$ cat src/rtl/ps2_letter_decoder.sv
// PS/2 set-2 keyboard receiver that keeps a one-hot "held letter" bus.
// Ports: CLOCK_50/reset (async, high); PS2_CLK/PS2_DAT raw keyboard pins;
//   letter (bit0=A..bit25=Z, 0=none), letter_valid (new non-zero letter),
//   frame_err (parity, start, stop or inter-edge timeout error pulse).
module ps2_letter_decoder #(
  parameter int FILTER_LEN     = 4,
  parameter int TIMEOUT_CYCLES = 50000
) (
  input  logic        CLOCK_50,
  input  logic        reset,
  input  logic        PS2_CLK,
  input  logic        PS2_DAT,
  output logic [25:0] letter,
  output logic        letter_valid,
  output logic        frame_err
);

  localparam int TW = $clog2(TIMEOUT_CYCLES + 1);
  localparam logic [TW-1:0] TMO_MAX = TW'(TIMEOUT_CYCLES);

  localparam logic [7:0] CODE_BRK = 8'hF0;
  localparam logic [7:0] CODE_EXT = 8'hE0;

  typedef enum logic [1:0] {
    S_IDLE,
    S_DATA,
    S_PARITY,
    S_STOP
  } state_t;

  // ---------------------------------------------------------------
  // Pin synchronisers (reset to the idle-high line level)
  // ---------------------------------------------------------------
  logic [1:0] clk_sync_q;
  logic [1:0] dat_sync_q;
  logic       clk_s;
  logic       dat_s;

  always_ff @(posedge CLOCK_50 or posedge reset) begin
    if (reset) begin
      clk_sync_q <= 2'b11;
      dat_sync_q <= 2'b11;
    end else begin
      clk_sync_q <= {clk_sync_q[0], PS2_CLK};
      dat_sync_q <= {dat_sync_q[0], PS2_DAT};
    end
  end

  assign clk_s = clk_sync_q[1];
  assign dat_s = dat_sync_q[1];

  // ---------------------------------------------------------------
  // Clock glitch filter: level moves only once the whole history
  // window agrees, so short spikes never reach the frame FSM.
  // ---------------------------------------------------------------
  logic [FILTER_LEN-1:0] hist_q;
  logic                  filt_q;
  logic                  filt_d;
  logic                  all_hi;
  logic                  all_lo;
  logic                  fall;

  assign all_hi = &hist_q;
  assign all_lo = ~|hist_q;

  always_comb begin
    filt_d = filt_q;
    if (all_hi) begin
      filt_d = 1'b1;
    end else if (all_lo) begin
      filt_d = 1'b0;
    end
  end

  assign fall = filt_q & all_lo;

  always_ff @(posedge CLOCK_50 or posedge reset) begin
    if (reset) begin
      hist_q <= '1;
      filt_q <= 1'b1;
    end else begin
      hist_q <= {hist_q[FILTER_LEN-2:0], clk_s};
      filt_q <= filt_d;
    end
  end

  // ---------------------------------------------------------------
  // Letter lookup: set-2 make code -> one-hot position
  // ---------------------------------------------------------------
  function automatic logic [25:0] letter_onehot(input logic [7:0] code);
    logic [4:0] idx;
    logic       hit;
    idx = '0;
    hit = 1'b1;
    case (code)
      8'h1C: idx = 5'd0;
      8'h32: idx = 5'd1;
      8'h21: idx = 5'd2;
      8'h23: idx = 5'd3;
      8'h24: idx = 5'd4;
      8'h2B: idx = 5'd5;
      8'h34: idx = 5'd6;
      8'h33: idx = 5'd7;
      8'h43: idx = 5'd8;
      8'h3B: idx = 5'd9;
      8'h42: idx = 5'd10;
      8'h4B: idx = 5'd11;
      8'h3A: idx = 5'd12;
      8'h31: idx = 5'd13;
      8'h44: idx = 5'd14;
      8'h4D: idx = 5'd15;
      8'h15: idx = 5'd16;
      8'h2D: idx = 5'd17;
      8'h1B: idx = 5'd18;
      8'h2C: idx = 5'd19;
      8'h3C: idx = 5'd20;
      8'h2A: idx = 5'd21;
      8'h1D: idx = 5'd22;
      8'h22: idx = 5'd23;
      8'h35: idx = 5'd24;
      8'h1A: idx = 5'd25;
      default: hit = 1'b0;
    endcase
    return hit ? (26'd1 << idx) : 26'd0;
  endfunction

  // ---------------------------------------------------------------
  // Frame FSM state
  // ---------------------------------------------------------------
  state_t        state_q, state_d;
  logic [2:0]    bitcnt_q, bitcnt_d;
  logic [7:0]    shift_q, shift_d;
  logic          par_q, par_d;
  logic [TW-1:0] tmo_q, tmo_d;
  logic          err_d;
  logic          deliver;

  always_comb begin
    state_d  = state_q;
    bitcnt_d = bitcnt_q;
    shift_d  = shift_q;
    par_d    = par_q;
    tmo_d    = tmo_q;
    err_d    = 1'b0;
    deliver  = 1'b0;

    unique case (state_q)
      S_IDLE: begin
        tmo_d = '0;
        if (fall) begin
          if (!dat_s) begin
            state_d  = S_DATA;
            bitcnt_d = '0;
            shift_d  = '0;
          end else begin
            err_d = 1'b1;
          end
        end
      end
      S_DATA: begin
        if (fall) begin
          shift_d  = {dat_s, shift_q[7:1]};
          bitcnt_d = bitcnt_q + 3'd1;
          if (bitcnt_q == 3'd7) begin
            state_d = S_PARITY;
          end
        end
      end
      S_PARITY: begin
        if (fall) begin
          par_d   = dat_s;
          state_d = S_STOP;
        end
      end
      S_STOP: begin
        if (fall) begin
          state_d = S_IDLE;
          if (dat_s && (^{shift_q, par_q})) begin
            deliver = 1'b1;
          end else begin
            err_d = 1'b1;
          end
        end
      end
      default: state_d = S_IDLE;
    endcase

    // Inter-edge watchdog: a keyboard that stops clocking mid-frame
    // must not leave the receiver stuck half-way through a byte.
    if (state_q != S_IDLE) begin
      if (fall) begin
        tmo_d = '0;
      end else if (tmo_q == TMO_MAX) begin
        state_d  = S_IDLE;
        err_d    = 1'b1;
        shift_d  = '0;
        bitcnt_d = '0;
        tmo_d    = '0;
      end else begin
        tmo_d = tmo_q + TW'(1);
      end
    end
  end

  always_ff @(posedge CLOCK_50 or posedge reset) begin
    if (reset) begin
      state_q  <= S_IDLE;
      bitcnt_q <= '0;
      shift_q  <= '0;
      par_q    <= 1'b0;
      tmo_q    <= '0;
    end else begin
      state_q  <= state_d;
      bitcnt_q <= bitcnt_d;
      shift_q  <= shift_d;
      par_q    <= par_d;
      tmo_q    <= tmo_d;
    end
  end

  // ---------------------------------------------------------------
  // Byte layer: prefix tracking and held-letter update
  // ---------------------------------------------------------------
  logic [25:0] letter_q, letter_d;
  logic        valid_q, valid_d;
  logic        err_q;
  logic        brk_q, brk_d;
  logic        ext_q, ext_d;
  logic [25:0] code_oh;

  assign code_oh = letter_onehot(shift_q);

  always_comb begin
    letter_d = letter_q;
    valid_d  = 1'b0;
    brk_d    = brk_q;
    ext_d    = ext_q;

    if (err_d) begin
      brk_d = 1'b0;
      ext_d = 1'b0;
    end else if (deliver) begin
      if (shift_q == CODE_BRK) begin
        brk_d = 1'b1;
      end else if (shift_q == CODE_EXT) begin
        ext_d = 1'b1;
      end else if (ext_q) begin
        // Extended keys share codes with letters; drop them.
        brk_d = 1'b0;
        ext_d = 1'b0;
      end else if (|code_oh) begin
        if (!brk_q) begin
          // Typematic repeats of the held key stay silent.
          if (code_oh != letter_q) begin
            letter_d = code_oh;
            valid_d  = 1'b1;
          end
        end else if (code_oh == letter_q) begin
          letter_d = '0;
        end
        brk_d = 1'b0;
        ext_d = 1'b0;
      end else begin
        brk_d = 1'b0;
        ext_d = 1'b0;
      end
    end
  end

  always_ff @(posedge CLOCK_50 or posedge reset) begin
    if (reset) begin
      letter_q <= '0;
      valid_q  <= 1'b0;
      err_q    <= 1'b0;
      brk_q    <= 1'b0;
      ext_q    <= 1'b0;
    end else begin
      letter_q <= letter_d;
      valid_q  <= valid_d;
      err_q    <= err_d;
      brk_q    <= brk_d;
      ext_q    <= ext_d;
    end
  end

  assign letter       = letter_q;
  assign letter_valid = valid_q;
  assign frame_err    = err_q;

endmodule

$ cat config.mk
export PLATFORM = sky130hd
export DESIGN_NAME = ps2_letter_decoder
export DESIGN_NICKNAME = d
export VERILOG_FILES = /design/src/rtl/ps2_letter_decoder.sv
export SDC_FILE = /design/constraint.sdc
export NUM_CORES = 1
export LEC_CHECK = 0
export ABC_CLOCK_PERIOD_IN_PS = 4790
export CAP_MARGIN = 20
export CORE_MARGIN = 2
export CORE_UTILIZATION = 40
export DETAILED_ROUTE_END_ITERATION = 10
export GPL_ROUTABILITY_DRIVEN = 0
export PLACE_DENSITY_LB_ADDON = 0.2
export SLEW_MARGIN = 20
export SYNTH_ARGS = -nofsm -noshare
export SYNTH_HDL_FRONTEND = slang
export SYNTH_SLANG_ARGS = --single-unit
$ cat constraint.sdc
create_clock -name CLOCK_50 -period 4.79 [get_ports CLOCK_50]
set_clock_uncertainty 0.1 [all_clocks]
set_input_delay 1.437 -clock CLOCK_50 [delete_from_list [all_inputs] [get_ports CLOCK_50]]
set_output_delay 1.437 -clock CLOCK_50 [all_outputs]
set_load 0.05 [all_outputs]
---- Word-level counts from Yosys, hierarchy flattened ----
Index checks and enable logic that the tools add are counted.
storage, ports and cells
  flip-flop bits (word level) ............. 69
  logic and storage cells ................. 140
  memory bits (writable) .................. 0
  latch bits .............................. 0
  output and inout port bits .............. 28
  ROM bits ................................ 0
  memories kept ........................... 0
operators by class
  bitwise operators ....................... 5
  reduce and logical (&&, ||, !) cells .... 16
  magnitude comparators ................... 0
  shift operators ......................... 1
  eq/ne operators ......................... 39
  muxes and demuxes ....................... 63
  $mul .................................... 0
  add/sub/neg operators ................... 2
  div/mod/pow operators ................... 0
operators with widths
  operator               number
  $eq 8x6->1 const B     16
  $pmux 5 s25            1
  $mux 26                4
  $mux 16                4
  $reduce_or 26->1       2
  $mux 8                 6
  $eq 8x5->1 const B     5
  $eq 8x7->1 const B     5
  $mux 1                 29
  $eq 26x26->1           1
  $ne 26x26->1           1
  $shl 1x5->26 const A   1
  $mux 2                 9
  $mux 3                 6
  $add 16x1->16 const B  1
  $eq 16x16->1 const B   1
  $eq 8x8->1 const B     2
  $pmux 8 s2             1
  $reduce_xor 9->1       1
  $pmux 2 s4             1
  $reduce_and 8->1       1
  $reduce_bool 2->1      4
  $pmux 3 s2             1
  $reduce_and 2->1       3
  other kinds (15)       20

---- Depth between registers and ports, before layout ----
Gate-level depths: netlist (run 1).
  depth in word-level cells ............... 13
  mapped depth ............................ 14
  mapped depth without buffers ............ 10

---- Least setup slack after synthesis (run 1) ----
Ideal clock, no wire load.
  path type ............................... register to register
  start ................................... register shift_q[2]
  end ..................................... register letter_q[0] (netlist: letter[0])
  buffers on the path ..................... 2
  stages on the path, launching flop included .. 13
  library setup time ...................... 0.125 ns
  data arrival time ....................... 3.626 ns
  period minus slack after synthesis ...... 3.851 ns
  path slack .............................. 0.939 ns
  cell sequence ........................... dfrtp_1 buf_2 or3b_2 a2111oi_0 nor3_1 o311a_1 nand2b_1 a2111oi_0 o211ai_1 ha_1 nor4_4 buf_6 mux2_4
between the ends
  longest elaborated chain between the ends .. 10
  elaborated cells between the ends (all ways) .. 55
RTL lines
  what                                                   line  text
  from (decl)                                            132   logic [7:0] shift_q, shift_d;
  from (signal assigned)                                 215   shift_q <= shift_d;
  branches (longest 10 deep; another with $shl 1x5->26)  n/a
  to (signal assigned)                                   278   letter_q <= letter_d;
  to (decl)                                              224   logic [25:0] letter_q, letter_d;
Parallel ways; which one is timed is not known. The select of a mux whose other input is x is not followed.
A chain may end at the register's enable or synchronous reset.

---- Final worst setup path (run 1) ----
  start ................................... register shift_q[2]
  end ..................................... register letter_q[22] (netlist: letter[22])
Same word-level chain as after synthesis.

==> flow_summary.yaml, run 1 <==
status:
  status: "finished clean"
logic_synthesis:
  synth.area.top_cells: "dfrtp_1 (35%), mux2_4 (7.1%), nor2_1 (6.1%)"
  synth-warning-count: 0
  syn_avg_cell_area_um2: 9.77
  yosysMostFrequentCell: "nor2_1"
  synthFlopType: "dfrtp_1"
  synth_fp_nets: 448
  ys_types: 68
  async_reset_ff_frac: 1.00
  synth_edf_count: 0
  ys_top_cells_by_count: "nor2_1 (69), dfrtp_1 (60), nand2_1 (24)"
  synthCells: 435
  ys_seq_area_frac: 0.409
  ys_ff_latch: 69
  synth_top_area_share: 0.353
  yosysTopAreaCell: "dfrtp_1"
  synth_area_mm2: 0.00425
routing:
  dr.pass1.iters: 4
  postRouteAntennaNets: 0
  drtIter0Drc: 217
  routed_wl_um: 9180
  wire_per_inst_um: 15.3
  vias: 3285
  drc: 0
  viasPerCell: 5.47
pwr:
  leakagePower_nw: 1.98
  powerDensity_mw_per_mm2: 259
  vdd_drop_max_uv: 167
  p_total_mw: 1.27
worst_setup_path:
  crit_fanout: 26
  worst_setup_path_start_kind: "register"
  end_kind: "register"
  crit_type: "register to register"
  worst_ep_arrival_time_ps: 4570
  crit_required_ps: 4920
die:
  fp.dieArea_mm2: 0.0115
  start_util: 0.411
  die_h_um: 107
  pin_count: 32
  coreArea_mm2: 0.0103
  die-width_um: 107
  rows: 37
global_routing:
  grt_usage: 0.171
  grtUsageMet2: 0.275
  use_met1: 0.228
  grt_start_max_net_pins: 46
  antenna_found_initial: 0
  use_met3: 0.0377
  grt_pass1_wl_um: 15800
  grt_pass1_vias: 3197
  busiest_layer: "met2"
  grt-ovfl-total: 0
placement:
  place_area_mm2: 0.00467
  dpl.hpwl_um: 6500
  port_buffers: 31
sta:
  hold_viol: 0
  rsz0062_at_grt: "false"
  hold_slack_ps: 259
  slew_headroom: 0.432
  worstMarginPinSlew_ps: 842
  fin_crit_ps: 4440
  setup_viol_count_final: 0
  period_share: 0.927
  max_freq_mhz: 225
  setup-tns-final_ps: 0
  slew_violations: 0
finish:
  final_nets: 473
  fin_area_mm2: 0.00488
  area_growth_pct: 15.0
  diodes: 0
  layout-drive-gt1-share: 0.166
clocking:
  clk_pin_slew_ps: 80
  hold_buffers: 0
  cts-buffers-inserted: 9
  postCtsSetupBuffers: 0
  clock-sinks: 69
  clk_latency_ps: 350
  cts_tree: "built"
  h-tree-depth: 3
  cts_buffer_depth: 2
  ctsResizeCount: 0
  cts_root_buffer: "clkbuf_8"
hold_path:
  hold_class: "register to register"
flow_run:
  cap_violations: 0
## cell families after synthesis
kind of cell    Yosys count  share of synthesized area
mux                      34                      0.106
compound gates           74                      0.120
simple gates            184                      0.239
xor+xnor                 22                     0.0486
flops                    69                      0.409
buf+inv                  43                     0.0495
fa+ha+maj                 9                     0.0265
## per-layer routing
metal	share of wire	vias up
li1	-	1614
met3	0.037	15
met4	0.016	0
met2	0.49	68
met1	0.46	1588
met5	0	-
## worst paths after layout
kind,from,endpoint,slack [ps],cells past startpoint
max reg2reg,shift_q[2],letter[22],350,11
min,clk_sync_q[1],hist_q[0],260,0
max,shift_q[2],letter[22],350,11
min reg2reg,clk_sync_q[1],hist_q[0],260,0
max in group asynchronous,reset,shift_q[2],2310,3
min in group asynchronous,reset,letter[6],1330,2
## through the flow
step                      std cells   util  setup WS (ps)
after floorplan                 435      -            939
after global placement          585  0.452            615
after detailed placement        585  0.452            470
after CTS                       601  0.473            450
after global routing            601  0.473            106
final                           601  0.473            350
## cells in the final DEF, fill, tap and decap left out, drive strengths merged, types with 7 or more instances in the layout
| cell | n |
|---|---|
| a21oi | 18 |
| a22oi | 13 |
| buf | 10 |
| clkbuf | 11 |
| clkdlybuf4s50 | 31 |
| dfrtp | 60 |
| dfstp | 9 |
| ha | 9 |
| inv | 20 |
| mux2 | 29 |
| nand2 | 24 |
| nand2b | 7 |
| nand3 | 11 |
| nand4 | 7 |
| nor2 | 69 |
| nor3 | 11 |
| nor3b | 7 |
| o21ai | 12 |
| o22ai | 7 |
| or3 | 8 |
| xnor2 | 11 |
| xor2 | 10 |
## power breakdown
part | total (mW) | internal, mW | switching (mW)
Sequential | 0.640 | 0.605 | 0.0347
Clock | 0.507 | 0.260 | 0.247
Combinational | 0.119 | 0.0480 | 0.0706
## final cells by class
| class | instances | area [µm²] |
|---|---|---|
| sequential | 69 | 1740 |
| tap | 136 | 170 |
| clock buffer | 11 | 174 |
| multi-input combinational | 323 | 2300 |
| inverter | 16 | 60.1 |
| fill | 958 | 5440 |
| clock inverter | 5 | 45.0 |
| timing repair buffer | 41 | 398 |
## flip-flops by register name (all words and copies together) (netlist names), 2 cells and up
name	flops
bitcnt_q	3
clk_sync_q	2
tmo_q	16
state_q	2
shift_q	8
dat_sync_q	2
hist_q	4
letter	26
## critical path, cell delays in order, from the launching register on
cell and delay (ps):
dfrtp_1 620, or4b_1 850, o22ai_1 300, nor3_1 100
o311a_1 210, nand2b_1 190, a2111oi_0 520, o211ai_1 170
ha_1 330, nor4_4 310, buf_12 250, mux2_2 350
No activity file was read; power rests on OpenSTA's default activity.
==> inputs of run 2 (changes only) <==
--- a/config.mk
+++ b/config.mk
@@ -12,7 +12,6 @@
 export DETAILED_ROUTE_END_ITERATION = 10
 export GPL_ROUTABILITY_DRIVEN = 0
 export PLACE_DENSITY_LB_ADDON = 0.2
-export SLEW_MARGIN = 20
 export SYNTH_ARGS = -nofsm -noshare
 export SYNTH_HDL_FRONTEND = slang
 export SYNTH_SLANG_ARGS = --single-unit
==> results of run 2 <==
No change in the layout: final DEF, timing and power equal those of run 1.
